===== src/rtl/matmul_pkg.sv =====
// Shared types and default sizing for the matmul job sequencer slice.
package matmul_pkg;

  localparam int DEF_DATA_WIDTH  = 32;
  localparam int DEF_ADDR_WIDTH  = 10;
  localparam int DEF_MATRIX_SIZE = 1024;

  typedef enum logic [2:0] {
    IDLE,
    LOAD_X,
    LOAD_Y,
    RUN,
    WAIT,
    DRAIN,
    DONE
  } state_t;

endpackage


===== src/rtl/matmul_job_ctrl_if.sv =====
// Host stream, operand BRAM write port, engine handshake and result stream of the job sequencer.
interface matmul_job_ctrl_if
  import matmul_pkg::*;
#(
  parameter int DATA_WIDTH = DEF_DATA_WIDTH,
  parameter int ADDR_WIDTH = DEF_ADDR_WIDTH
) ();

  logic                  job_start;
  logic                  busy;
  logic                  job_done;
  logic                  in_valid;
  logic                  in_ready;
  logic [DATA_WIDTH-1:0] in_data;
  logic [ADDR_WIDTH-1:0] mem_wr_addr;
  logic [DATA_WIDTH-1:0] mem_wr_data;
  logic                  x_wr_en;
  logic                  y_wr_en;
  logic                  mm_start;
  logic                  mm_done;
  logic [ADDR_WIDTH-1:0] z_rd_addr;
  logic [DATA_WIDTH-1:0] z_dout;
  logic                  out_valid;
  logic                  out_ready;
  logic [DATA_WIDTH-1:0] out_data;

  modport slave (
    input  job_start, in_valid, in_data, mm_done, z_dout, out_ready,
    output busy, job_done, in_ready, mem_wr_addr, mem_wr_data, x_wr_en, y_wr_en,
           mm_start, z_rd_addr, out_valid, out_data
  );

  modport master (
    output job_start, in_valid, in_data, mm_done, z_dout, out_ready,
    input  busy, job_done, in_ready, mem_wr_addr, mem_wr_data, x_wr_en, y_wr_en,
           mm_start, z_rd_addr, out_valid, out_data
  );

endinterface


===== src/rtl/matmul_drain_skid.sv =====
// Two-entry result skid buffer; reserves a slot for the read in flight so BRAM data never overflows.
module matmul_drain_skid #(
  parameter int DATA_WIDTH = 32
) (
  input  logic                  clock,
  input  logic                  reset,
  input  logic                  rd_issue,
  input  logic [DATA_WIDTH-1:0] rd_data,
  output logic                  room,
  output logic                  out_valid,
  input  logic                  out_ready,
  output logic [DATA_WIDTH-1:0] out_data
);

  logic                  vld_p1;
  logic [1:0]            occ;
  logic [1:0]            used;
  logic [DATA_WIDTH-1:0] e0, e1;
  logic                  push, pop;

  assign push      = vld_p1;
  assign pop       = out_valid & out_ready;
  assign used      = occ + {1'b0, vld_p1};
  // A pop this cycle frees a slot in time for the read issued now.
  assign room      = (used < 2'd2) | pop;
  assign out_valid = (occ != 2'd0);
  assign out_data  = out_valid ? e0 : '0;

  always_ff @(posedge clock) begin
    if (reset) begin
      vld_p1 <= 1'b0;
      occ    <= 2'd0;
    end else begin
      vld_p1 <= rd_issue;
      case ({push, pop})
        2'b10:   occ <= occ + 2'd1;
        2'b01:   occ <= occ - 2'd1;
        default: occ <= occ;
      endcase
    end
  end

  // p1 boundary: BRAM read data lands in the entry behind the current head.
  always_ff @(posedge clock) begin
    case ({push, pop})
      2'b10: begin
        if (occ == 2'd0) e0 <= rd_data;
        else             e1 <= rd_data;
      end
      2'b01: e0 <= e1;
      2'b11: begin
        if (occ == 2'd1) begin
          e0 <= rd_data;
        end else begin
          e0 <= e1;
          e1 <= rd_data;
        end
      end
      default: ;
    endcase
  end

endmodule


===== src/rtl/matmul_job_ctrl.sv =====
// Job sequencer: loads X then Y from the host stream, kicks the engine, drains Z to the output stream.
module matmul_job_ctrl
  import matmul_pkg::*;
#(
  parameter int DATA_WIDTH  = DEF_DATA_WIDTH,
  parameter int ADDR_WIDTH  = DEF_ADDR_WIDTH,
  parameter int MATRIX_SIZE = DEF_MATRIX_SIZE
) (
  input logic              clock,
  input logic              reset,
  matmul_job_ctrl_if.slave bus
);

  localparam int             CW   = ADDR_WIDTH + 1;
  localparam logic [CW-1:0]  LAST = CW'(MATRIX_SIZE - 1);
  localparam logic [CW-1:0]  ONE  = CW'(1);

  state_t        state;
  logic [CW-1:0] cnt;
  logic [CW-1:0] rd_cnt;
  logic          rd_last;
  logic          busy_r, in_ready_r, mm_start_r, job_done_r;
  logic          accept, rd_issue, room, pop;

  assign accept          = bus.in_valid & in_ready_r;
  assign bus.x_wr_en     = accept & (state == LOAD_X);
  assign bus.y_wr_en     = accept & (state == LOAD_Y);
  assign bus.mem_wr_addr = cnt[ADDR_WIDTH-1:0];
  assign bus.mem_wr_data = in_ready_r ? bus.in_data : '0;
  assign bus.busy        = busy_r;
  assign bus.in_ready    = in_ready_r;
  assign bus.mm_start    = mm_start_r;
  assign bus.job_done    = job_done_r;
  assign bus.z_rd_addr   = rd_cnt[ADDR_WIDTH-1:0];
  assign rd_issue        = (state == DRAIN) & room & ~rd_last;
  assign pop             = bus.out_valid & bus.out_ready;

  matmul_drain_skid #(.DATA_WIDTH(DATA_WIDTH)) u_skid (
    .clock     (clock),
    .reset     (reset),
    .rd_issue  (rd_issue),
    .rd_data   (bus.z_dout),
    .room      (room),
    .out_valid (bus.out_valid),
    .out_ready (bus.out_ready),
    .out_data  (bus.out_data)
  );

  // cnt counts load accepts in LOAD_X/LOAD_Y and output accepts in DRAIN.
  always_ff @(posedge clock) begin
    if (reset) begin
      state      <= IDLE;
      cnt        <= '0;
      rd_cnt     <= '0;
      rd_last    <= 1'b0;
      busy_r     <= 1'b0;
      in_ready_r <= 1'b0;
      mm_start_r <= 1'b0;
      job_done_r <= 1'b0;
    end else begin
      mm_start_r <= 1'b0;
      job_done_r <= 1'b0;
      case (state)
        IDLE: begin
          if (bus.job_start) begin
            state      <= LOAD_X;
            busy_r     <= 1'b1;
            in_ready_r <= 1'b1;
          end
        end
        LOAD_X: begin
          if (accept) begin
            if (cnt == LAST) begin
              cnt   <= '0;
              state <= LOAD_Y;
            end else begin
              cnt <= cnt + ONE;
            end
          end
        end
        LOAD_Y: begin
          if (accept) begin
            if (cnt == LAST) begin
              cnt        <= '0;
              state      <= RUN;
              in_ready_r <= 1'b0;
              mm_start_r <= 1'b1;
            end else begin
              cnt <= cnt + ONE;
            end
          end
        end
        RUN: state <= WAIT;
        WAIT: begin
          if (bus.mm_done) state <= DRAIN;
        end
        DRAIN: begin
          // The read address parks on the last word rather than running past it.
          if (rd_issue) begin
            if (rd_cnt == LAST) rd_last <= 1'b1;
            else                rd_cnt  <= rd_cnt + ONE;
          end
          if (pop) begin
            if (cnt == LAST) begin
              cnt        <= '0;
              state      <= DONE;
              job_done_r <= 1'b1;
            end else begin
              cnt <= cnt + ONE;
            end
          end
        end
        DONE: begin
          state   <= IDLE;
          busy_r  <= 1'b0;
          rd_cnt  <= '0;
          rd_last <= 1'b0;
        end
        default: state <= IDLE;
      endcase
    end
  end

endmodule

===== src/flat_wrapper.sv =====
// flat-port wrapper written by rule: the top's interface ports become plain ports
module matmul_job_ctrl_flat import matmul_pkg::*;
#(
  parameter int DATA_WIDTH  = DEF_DATA_WIDTH,
  parameter int ADDR_WIDTH  = DEF_ADDR_WIDTH,
  parameter int MATRIX_SIZE = DEF_MATRIX_SIZE
)
  (clock, reset, bus_job_start, bus_in_valid, bus_in_data, bus_mm_done, bus_z_dout, bus_out_ready, bus_busy, bus_job_done, bus_in_ready, bus_mem_wr_addr, bus_mem_wr_data, bus_x_wr_en, bus_y_wr_en, bus_mm_start, bus_z_rd_addr, bus_out_valid, bus_out_data);
  matmul_job_ctrl_if #(.DATA_WIDTH(DATA_WIDTH), .ADDR_WIDTH(ADDR_WIDTH)) bus_i ();
  input logic clock;
  input logic reset;
  input wire logic [$bits(bus_i.job_start)-1:0] bus_job_start;
  input wire logic [$bits(bus_i.in_valid)-1:0] bus_in_valid;
  input wire logic [$bits(bus_i.in_data)-1:0] bus_in_data;
  input wire logic [$bits(bus_i.mm_done)-1:0] bus_mm_done;
  input wire logic [$bits(bus_i.z_dout)-1:0] bus_z_dout;
  input wire logic [$bits(bus_i.out_ready)-1:0] bus_out_ready;
  output wire logic [$bits(bus_i.busy)-1:0] bus_busy;
  output wire logic [$bits(bus_i.job_done)-1:0] bus_job_done;
  output wire logic [$bits(bus_i.in_ready)-1:0] bus_in_ready;
  output wire logic [$bits(bus_i.mem_wr_addr)-1:0] bus_mem_wr_addr;
  output wire logic [$bits(bus_i.mem_wr_data)-1:0] bus_mem_wr_data;
  output wire logic [$bits(bus_i.x_wr_en)-1:0] bus_x_wr_en;
  output wire logic [$bits(bus_i.y_wr_en)-1:0] bus_y_wr_en;
  output wire logic [$bits(bus_i.mm_start)-1:0] bus_mm_start;
  output wire logic [$bits(bus_i.z_rd_addr)-1:0] bus_z_rd_addr;
  output wire logic [$bits(bus_i.out_valid)-1:0] bus_out_valid;
  output wire logic [$bits(bus_i.out_data)-1:0] bus_out_data;
  assign bus_i.job_start = bus_job_start;
  assign bus_i.in_valid = bus_in_valid;
  assign bus_i.in_data = bus_in_data;
  assign bus_i.mm_done = bus_mm_done;
  assign bus_i.z_dout = bus_z_dout;
  assign bus_i.out_ready = bus_out_ready;
  assign bus_busy = bus_i.busy;
  assign bus_job_done = bus_i.job_done;
  assign bus_in_ready = bus_i.in_ready;
  assign bus_mem_wr_addr = bus_i.mem_wr_addr;
  assign bus_mem_wr_data = bus_i.mem_wr_data;
  assign bus_x_wr_en = bus_i.x_wr_en;
  assign bus_y_wr_en = bus_i.y_wr_en;
  assign bus_mm_start = bus_i.mm_start;
  assign bus_z_rd_addr = bus_i.z_rd_addr;
  assign bus_out_valid = bus_i.out_valid;
  assign bus_out_data = bus_i.out_data;
  matmul_job_ctrl #(.DATA_WIDTH(DATA_WIDTH), .ADDR_WIDTH(ADDR_WIDTH), .MATRIX_SIZE(MATRIX_SIZE)) u_core (.clock(clock), .reset(reset), .bus(bus_i));
endmodule

===== config.mk =====
export PLATFORM = sky130hd
export DESIGN_NAME = matmul_job_ctrl_flat
export DESIGN_NICKNAME = d
export VERILOG_FILES = /design/src/rtl/matmul_pkg.sv /design/src/rtl/matmul_job_ctrl_if.sv /design/src/rtl/matmul_drain_skid.sv /design/src/rtl/matmul_job_ctrl.sv /design/src/flat_wrapper.sv
export SDC_FILE = /design/constraint.sdc
export NUM_CORES = 1
export LEC_CHECK = 0
export CAP_MARGIN = 20
export CORE_MARGIN = 2
export CORE_UTILIZATION = 45
export DETAILED_ROUTE_END_ITERATION = 10
export GPL_TIMING_DRIVEN = 0
export PLACE_DENSITY = 0.8
export SYNTH_ARGS = -nofsm -noshare
export SYNTH_HDL_FRONTEND = slang
export SYNTH_SLANG_ARGS = --single-unit

===== constraint.sdc =====
create_clock -name clock -period 4.85 [get_ports clock]
set_clock_uncertainty 0.15 [all_clocks]
set_input_delay 0.7275 -clock clock [delete_from_list [all_inputs] [get_ports clock]]
set_output_delay 0.7275 -clock clock [all_outputs]
set_load 0.1 [all_outputs]

==> results of run 1 <==
## final cells by class
type	count	area [sq um]	share of cell area (%)
multi-input cells	244	1700	25.8
clock buffers	9	124	1.89
inverters	7	26.3	0.400
clock inverters	7	68.8	1.05
well taps	133	166	2.53
flip-flops and latches	97	2580	39.3
repair buffers	162	1660	25.2
plain buffers	41	245	3.74
## worst max-delay path, delay by kind of cell (launching register included)
kind,cells,cell delay [ns]
adders and majority gates,1,0.30
buffers and inverters,3,1.51
and+or+nand+nor,1,0.26
DFF,1,0.43
## cell families (layout without fill, tap and decap cells)
family	count (synthesis)	after routing	share of synthesized area, %
compound gates	66	66	11.5
xor+xnor	13	13	2.52
fa+ha+maj	7	7	1.93
buf+inv	48	226	6.00
flops	97	97	57.0
mux	2	2	0.470
simple gates	156	156	20.5
## synthesized netlist by cell type, types with 9 or more instances
| library cell | instances | area, sq um |
|---|---|---|
| edfxtp_1 | 64 | 1920 |
| and2_1 | 35 | 219 |
| dfxtp_1 | 33 | 661 |
| nor2b_1 | 33 | 206 |
| a22o_1 | 32 | 280 |
| nor2_1 | 26 | 97.6 |
| buf_4 | 20 | 150 |
| clkbuf_1 | 15 | 56.3 |
| nand2_1 | 14 | 52.6 |
| xor2_1 | 11 | 96.3 |
| a21oi_1 | 9 | 45.0 |
| nand4_1 | 9 | 56.3 |
## sequential cells by signal, indices dropped and copies added (netlist names)
register	cells
u_core.bus.mm_start	1
u_core.u_skid.occ	2
u_core.bus.job_done	1
u_core.rd_last	1
u_core.u_skid.push	1
u_core.rd_cnt	11
u_core.bus.in_ready	1
u_core.u_skid.e1	32
u_core.u_skid.e0	32
u_core.state	3
u_core.bus.busy	1
u_core.cnt	11
## worst min-delay path by stage
stage,from,slack (ns),depth (start not counted),endpoint
after floorplan,u_core.cnt[10],0.32,1,u_core.cnt[10]
after global placement,u_core.cnt[10],0.33,1,u_core.cnt[10]
after detailed placement,u_core.rd_cnt[10],0.33,1,u_core.rd_cnt[10]
after CTS,u_core.rd_cnt[10],0.35,1,u_core.rd_cnt[10]
after global routing,u_core.rd_cnt[10],0.37,1,u_core.rd_cnt[10]
final,u_core.rd_cnt[10],0.34,1,u_core.rd_cnt[10]
## power groups by stage
stage	clock network [W]	registers (W)	logic, W
after floorplan	0	0.000964	0.000588
after global placement	0	0.000956	0.000812
after detailed placement	0	0.000953	0.000835
after CTS	0.000523	0.000934	0.000837
after global routing	0.000563	0.000937	0.000865
final	0.000516	0.000934	0.000832
## through the flow
step	setup TNS, ns	util (%)	cell area [sq um]	setup WS [ns]	hold WS (ns)
after global placement	-10.56	64.4	6290	-0.332	0.325
final	0	67.2	6570	1.13	0.342
after floorplan	0	-	4530	0.374	0.315
after detailed placement	0	65.2	6370	1.21	0.333
after global routing	0	67.2	6570	1.02	0.370
after CTS	0	67.2	6570	1.11	0.345
## routing by layer
layer / vias to the layer above / GRT usage, % / wire (microns)
met3: 6 / 3.26 / 370
met2: 76 / 34.7 / 5630
li1: 1740 / - / -
met1: 1729 / 24.9 / 4670
met5: - / 0 / 0
met4: 0 / 5.41 / 74
==> run_results.csv, run 1 <==
group,metric,value,unit
cts,htreeDepth,3,
cts,cts_tree,"done",
timing,slew_viol_final,0,
critical_path,path_max_fanout,10,
cells_and_area,area.growth.synth_to_final,45.0,%
cts,cts_hold_buf,0,
cts,root_buffer,"clkbuf_8",
pwr,p_leak,2.38,nW
pwr,clockPowerShare,22.6,%
logic_synthesis,syn_nets,466,
cts,cts_max_path_buffers,2,
pwr,p_seq_share,40.9,%
logic_synthesis,yosysUniqueCellTypes,58,
logic_synthesis,ys_ff_latch,97,
placed_design,placedCellCount,684,
cells_and_area,final_cell_mix,"clkdlybuf4s50_1, edfxtp_1, and2_1",
timing,worst_slew_pin_slew,1.01,ns
cts,post_cts_buffers,0,
floorplanning,core_area,9770,sq um
pwr,swShare,39.2,%
critical_path,cp.arrival,2.85,ns
cts,cts_buffers,9,
critical_path,r2r_start,"u_core.u_skid.occ[0]",
floorplanning,io_pins,161,
critical_path,path_class,"flip-flop to output port",
timing,clock.fmax,269,MHz
pwr,ir_worst_vdd,0.236,mV
detailed_routing,drt_iter0_markers,143,
critical_path,path_cells,"inv_1 > ha_1 > clkbuf_1 > nor2b_1 > clkdlybuf4s50_1",
logic_synthesis,synthArstFlopShare,0,%
critical_path,worstSetupEndpointType,"output port",
cells_and_area,layout-drive-gt1-share,10.2,%
cts,path_clk_slew,0.09,ns
cells_and_area,final_common_cell,"clkdlybuf4s50_1",
detailed_routing,routedWlPerCell,15.4,microns
critical_path,worstSetupStartpoint,"u_core.u_skid.occ[0]",
timing,setup_viol,0,
floorplanning,num_rows,36,
placed_design,hpwl,8.12,mm
cts,cts-resized-gates,0,
detailed_routing,wl,10.7,mm
timing,final_hold_viol_count,0,
timing,relSlewSlack,32.4,%
detailed_routing,via_count,3551,
placed_design,io_buffers,160,
floorplanning,start_util,46.3,%
min_path,holdCritPathClass,"flip-flop to flip-flop",
detailed_routing,via_per_inst,5.07,
logic_synthesis,yosysWarnings,0,
global_route,grtUsageTotal,19.7,%
pwr,p_int,0.00139,W
logic_synthesis,synth_flop_cell,"edfxtp_1",
detailed_routing,ant_nets,0,
global_route,grt_max_degree,25,
timing,rsz0062_at_grt,"no",
pwr,p_sw,0.000894,W
pwr,p_comb_share,36.5,%
cells_and_area,diodes,0,
global_route,overflow,0,
cells_and_area,nets,639,
cts,clk_latency,0.35,ns
pwr,p_total,0.00228,W
detailed_routing,drtPass1Iterations,4,
cts,cts_num_sinks,97,
logic_synthesis,netlist_area,4530,sq um
cells_and_area,fillCellCount,735,
floorplanning,die_height,104,microns
global_route,grt_pass1_wl,17.3,mm
global_route,antenna_found_initial,0,
detailed_routing,drc_errors,0,
logic_synthesis,synth_edf_count,64,
critical_path,rr_worst_depth,9,
logic_synthesis,seq_area_frac_synth,57.0,%
floorplanning,dieArea,10900,sq um
global_route,grt_pass1_vias,3504,
placed_design,place.gp.congestion,0.841,
critical_path,critPathRequiredTime,3.97,ns
critical_path,cp-start-kind,"flip-flop",
logic_synthesis,avgSynthCellArea,11.6,sq um
critical_path,r2r_end,"u_core.u_skid.e1[23]",
critical_path,slowest_stage,"clkdlybuf4s50_1",
critical_path,cpPeakStageDelay,1.17,ns
pwr,power_density,347,nW/um^2
logic_synthesis,syn_inst,389,
run_status,outcome,"finished clean",
critical_path,reg2reg_slack,2.23,ns
timing,fin_crit,3.72,ns
timing,period_share,76.8,%
cells_and_area,layout.cells.non_filler,700,
floorplanning,die_w,104,microns
critical_path,cp-endpoint,"bus_out_data[22]",
job,cap_violations,0,
No activity file was read; power rests on OpenSTA's default activity.
==> run 2, diff against run 1 <==
Settings changed: CORE_UTILIZATION 45 to 41, PLACE_DENSITY 0.8 to 0.77.
Clock period 4.85 ns to 3.1 ns, I/O delays scaled along.
==> run 2 against run 1 <==
  * Clock power rose by 51%
  * Sequential cell count is the same
  * Sequential power rose by 56%
  * Sequential share of layout area up 0.22 points
  * Die area rose by 9.4%
  * Final area down 0.55%
  * Via count fell by 1.2%
  * Clock-buffer cell count is 1 higher
  * Register-to-register slack got worse by 1.7 ns
  * Power increased by 53%
  * Global-route usage fell by 1.7 points
  * Highest routed layer unchanged
==> run_results.csv, run 2 (same netlist as run 1, synthesis figures left out) <==
group,metric,value,unit
run_status,outcome,"finished clean",
critical_path,worstSetupEndpointType,"output port",
floorplanning,die_height,109,microns
placed_design,hpwl,8.15,mm
timing,slew_viol_final,0,
detailed_routing,ant_nets,0,
cells_and_area,final_core_util,60.5,%
pwr,p_seq_share,41.8,%
cells_and_area,layout-drive-gt1-share,15.9,%
pwr,clockPowerShare,22.3,%
cts,cts_num_sinks,97,
cts,cts_buffers,9,
cells_and_area,final_common_cell,"clkdlybuf4s50_1",
placed_design,io_buffers,160,
detailed_routing,routedWlPerCell,15.4,microns
timing,relSlewSlack,32.9,%
critical_path,cp-start-kind,"flip-flop",
global_route,overflow,0,
timing,fin_crit,2.84,ns
timing,hold_ws,0.339,ns
timing,period_share,91.5,%
min_path,min-delay-start,"u_core.cnt[10]",
min_path,worstHoldEndpoint,"u_core.cnt[10]",
cts,root_buffer,"clkbuf_8",
critical_path,path_max_fanout,10,
global_route,antenna_found_initial,0,
critical_path,reg2reg_slack,0.55,ns
cells_and_area,final_cell_mix,"clkdlybuf4s50_1, edfxtp_1, and2_1",
floorplanning,die_w,109,microns
critical_path,r2r_end,"u_core.u_skid.e0[1]",
detailed_routing,drt_iter0_markers,110,
floorplanning,start_util,41.9,%
critical_path,path_class,"flip-flop to output port",
pwr,p_sw,0.00144,W
cells_and_area,area.growth.synth_to_final,44.2,%
detailed_routing,drc_errors,0,
floorplanning,num_rows,38,
cells_and_area,nets,639,
critical_path,rr_worst_depth,8,
pwr,p_leak,2.87,nW
timing,clock.fmax,353,MHz
cts,cts_hold_buf,0,
cts,path_clk_slew,0.09,ns
global_route,grt_max_degree,27,
global_route,grt_pass1_wl,16.7,mm
pwr,ir_worst_vdd,0.296,mV
cts,clk_latency,0.36,ns
pwr,power_density,535,nW/um^2
cts,cts-resized-gates,70,
min_path,holdPathStages,1,
pwr,swShare,41.2,%
min_path,holdCritPathClass,"flip-flop to flip-flop",
cts,htreeDepth,3,
cells_and_area,diodes,0,
critical_path,r2r_start,"u_core.u_skid.occ[0]",
cts,cts_tree,"done",
cts,cts_max_path_buffers,2,
detailed_routing,via_count,3507,
detailed_routing,wl,10.9,mm
cells_and_area,largestRegisters,"u_core.u_skid.e0 (32), u_core.u_skid.e1 (32)",
pwr,p_int,0.00206,W
timing,worst_slew_pin_slew,1.01,ns
global_route,grtUsageTotal,18.0,%
placed_design,place.gp.congestion,0.853,
floorplanning,io_pins,161,
floorplanning,dieArea,11900,sq um
job,cap_violations,0,
cts,post_cts_buffers,0,
pwr,p_comb_share,36.0,%
critical_path,cp.arrival,2.22,ns
global_route,grt_pass1_vias,3383,
detailed_routing,via_per_inst,4.96,
timing,rsz0062_at_grt,"no",
timing,final_hold_viol_count,0,
critical_path,critPathRequiredTime,2.48,ns
detailed_routing,drtPass1Iterations,4,
critical_path,worstSetupStartpoint,"u_core.u_skid.occ[0]",
timing,setup_viol,0,
floorplanning,core_area,10800,sq um
-- run 2: cell count changes in the layout (fill, tap and decap cells not counted), moves of 8 or more --
| cell | previous run | this run |
|---|---|---|
| clkbuf_2 | 0 | 19 |
| clkdlybuf4s15_2 | 0 | 11 |
| clkdlybuf4s50_1 | 160 | 95 |
| dlygate4sd2_1 | 0 | 8 |
| dlymetal6s2s_1 | 0 | 27 |
-- run 2: power groups by stage --
stage	Sequential (W)	Combinational, W	Clock [W]
after floorplan	0.00150	0.000923	0
after global placement	0.00149	0.00128	0
after detailed placement	0.00149	0.00131	0
after CTS	0.00146	0.00128	0.000799
after global routing	0.00147	0.00131	0.000844
final	0.00146	0.00126	0.000778
-- run 2: layout make-up --
| class | instances | area, sq um |
|---|---|---|
| tap | 140 | 175 |
| buffer | 41 | 245 |
| timing repair buffer | 162 | 1620 |
| clock inverter | 6 | 53.8 |
| clock buffer | 10 | 128 |
| fill | 904 | 4260 |
| sequential | 97 | 2580 |
| inverter | 7 | 26.3 |
| multi-input combinational | 244 | 1700 |
-- run 2: stage by stage --
stage | instances | power [W] | worst slack (ns) | TNS (ns) | instance area (sq um)
2_1_floorplan | 389 | 0.00243 | 0.0963 | 0 | 4540
5_1_grt | 707 | 0.00362 | 0.0479 | 0 | 6530
3_3_place_gp | 689 | 0.00277 | -0.434 | -16.69 | 6320
3_5_place_dp | 691 | 0.00280 | 0.0183 | 0 | 6370
6_report | 707 | 0.00349 | 0.265 | 0 | 6530
4_1_cts | 707 | 0.00354 | 0.000358 | 0 | 6550
-- run 2: layer usage --
metal | up-vias | GRT usage, % | wire, microns
li1 | 1737 | - | -
met1 | 1681 | 23.9 | 4930
met2 | 74 | 30.3 | 5490
met3 | 15 | 2.69 | 310
met4 | 0 | 5.86 | 168
met5 | - | 0 | 0
-- run 2: worst max-delay path by stage --
stage	slack, ns	endpoint	cells past startpoint
floorplan	0.1	u_core.u_skid.e0[0]	5
global placement	-0.43	u_core.u_skid.e1[23]	7
detailed placement	0.02	bus_y_wr_en	4
CTS	0.0004	bus_mem_wr_data[26]	3
global route	0.05	bus_out_valid	5
finish	0.26	bus_out_data[30]	5
-- run 2: worst max-delay path, cell delays in order, from the launching register on --
cell	delay (ns)
dfxtp_1	0.42
inv_1	0.07
ha_1	0.30
clkbuf_1	0.28
nor2b_1	0.22
clkdlybuf4s15_2	0.59
==> run 3, diff against run 2 <==
Settings changed: ABC_CLOCK_PERIOD_IN_PS set to 3100, CAP_MARGIN 20 to 0.
==> results of run 3 <==
The final DEF is identical to that of run 2; final timing and power are the same.
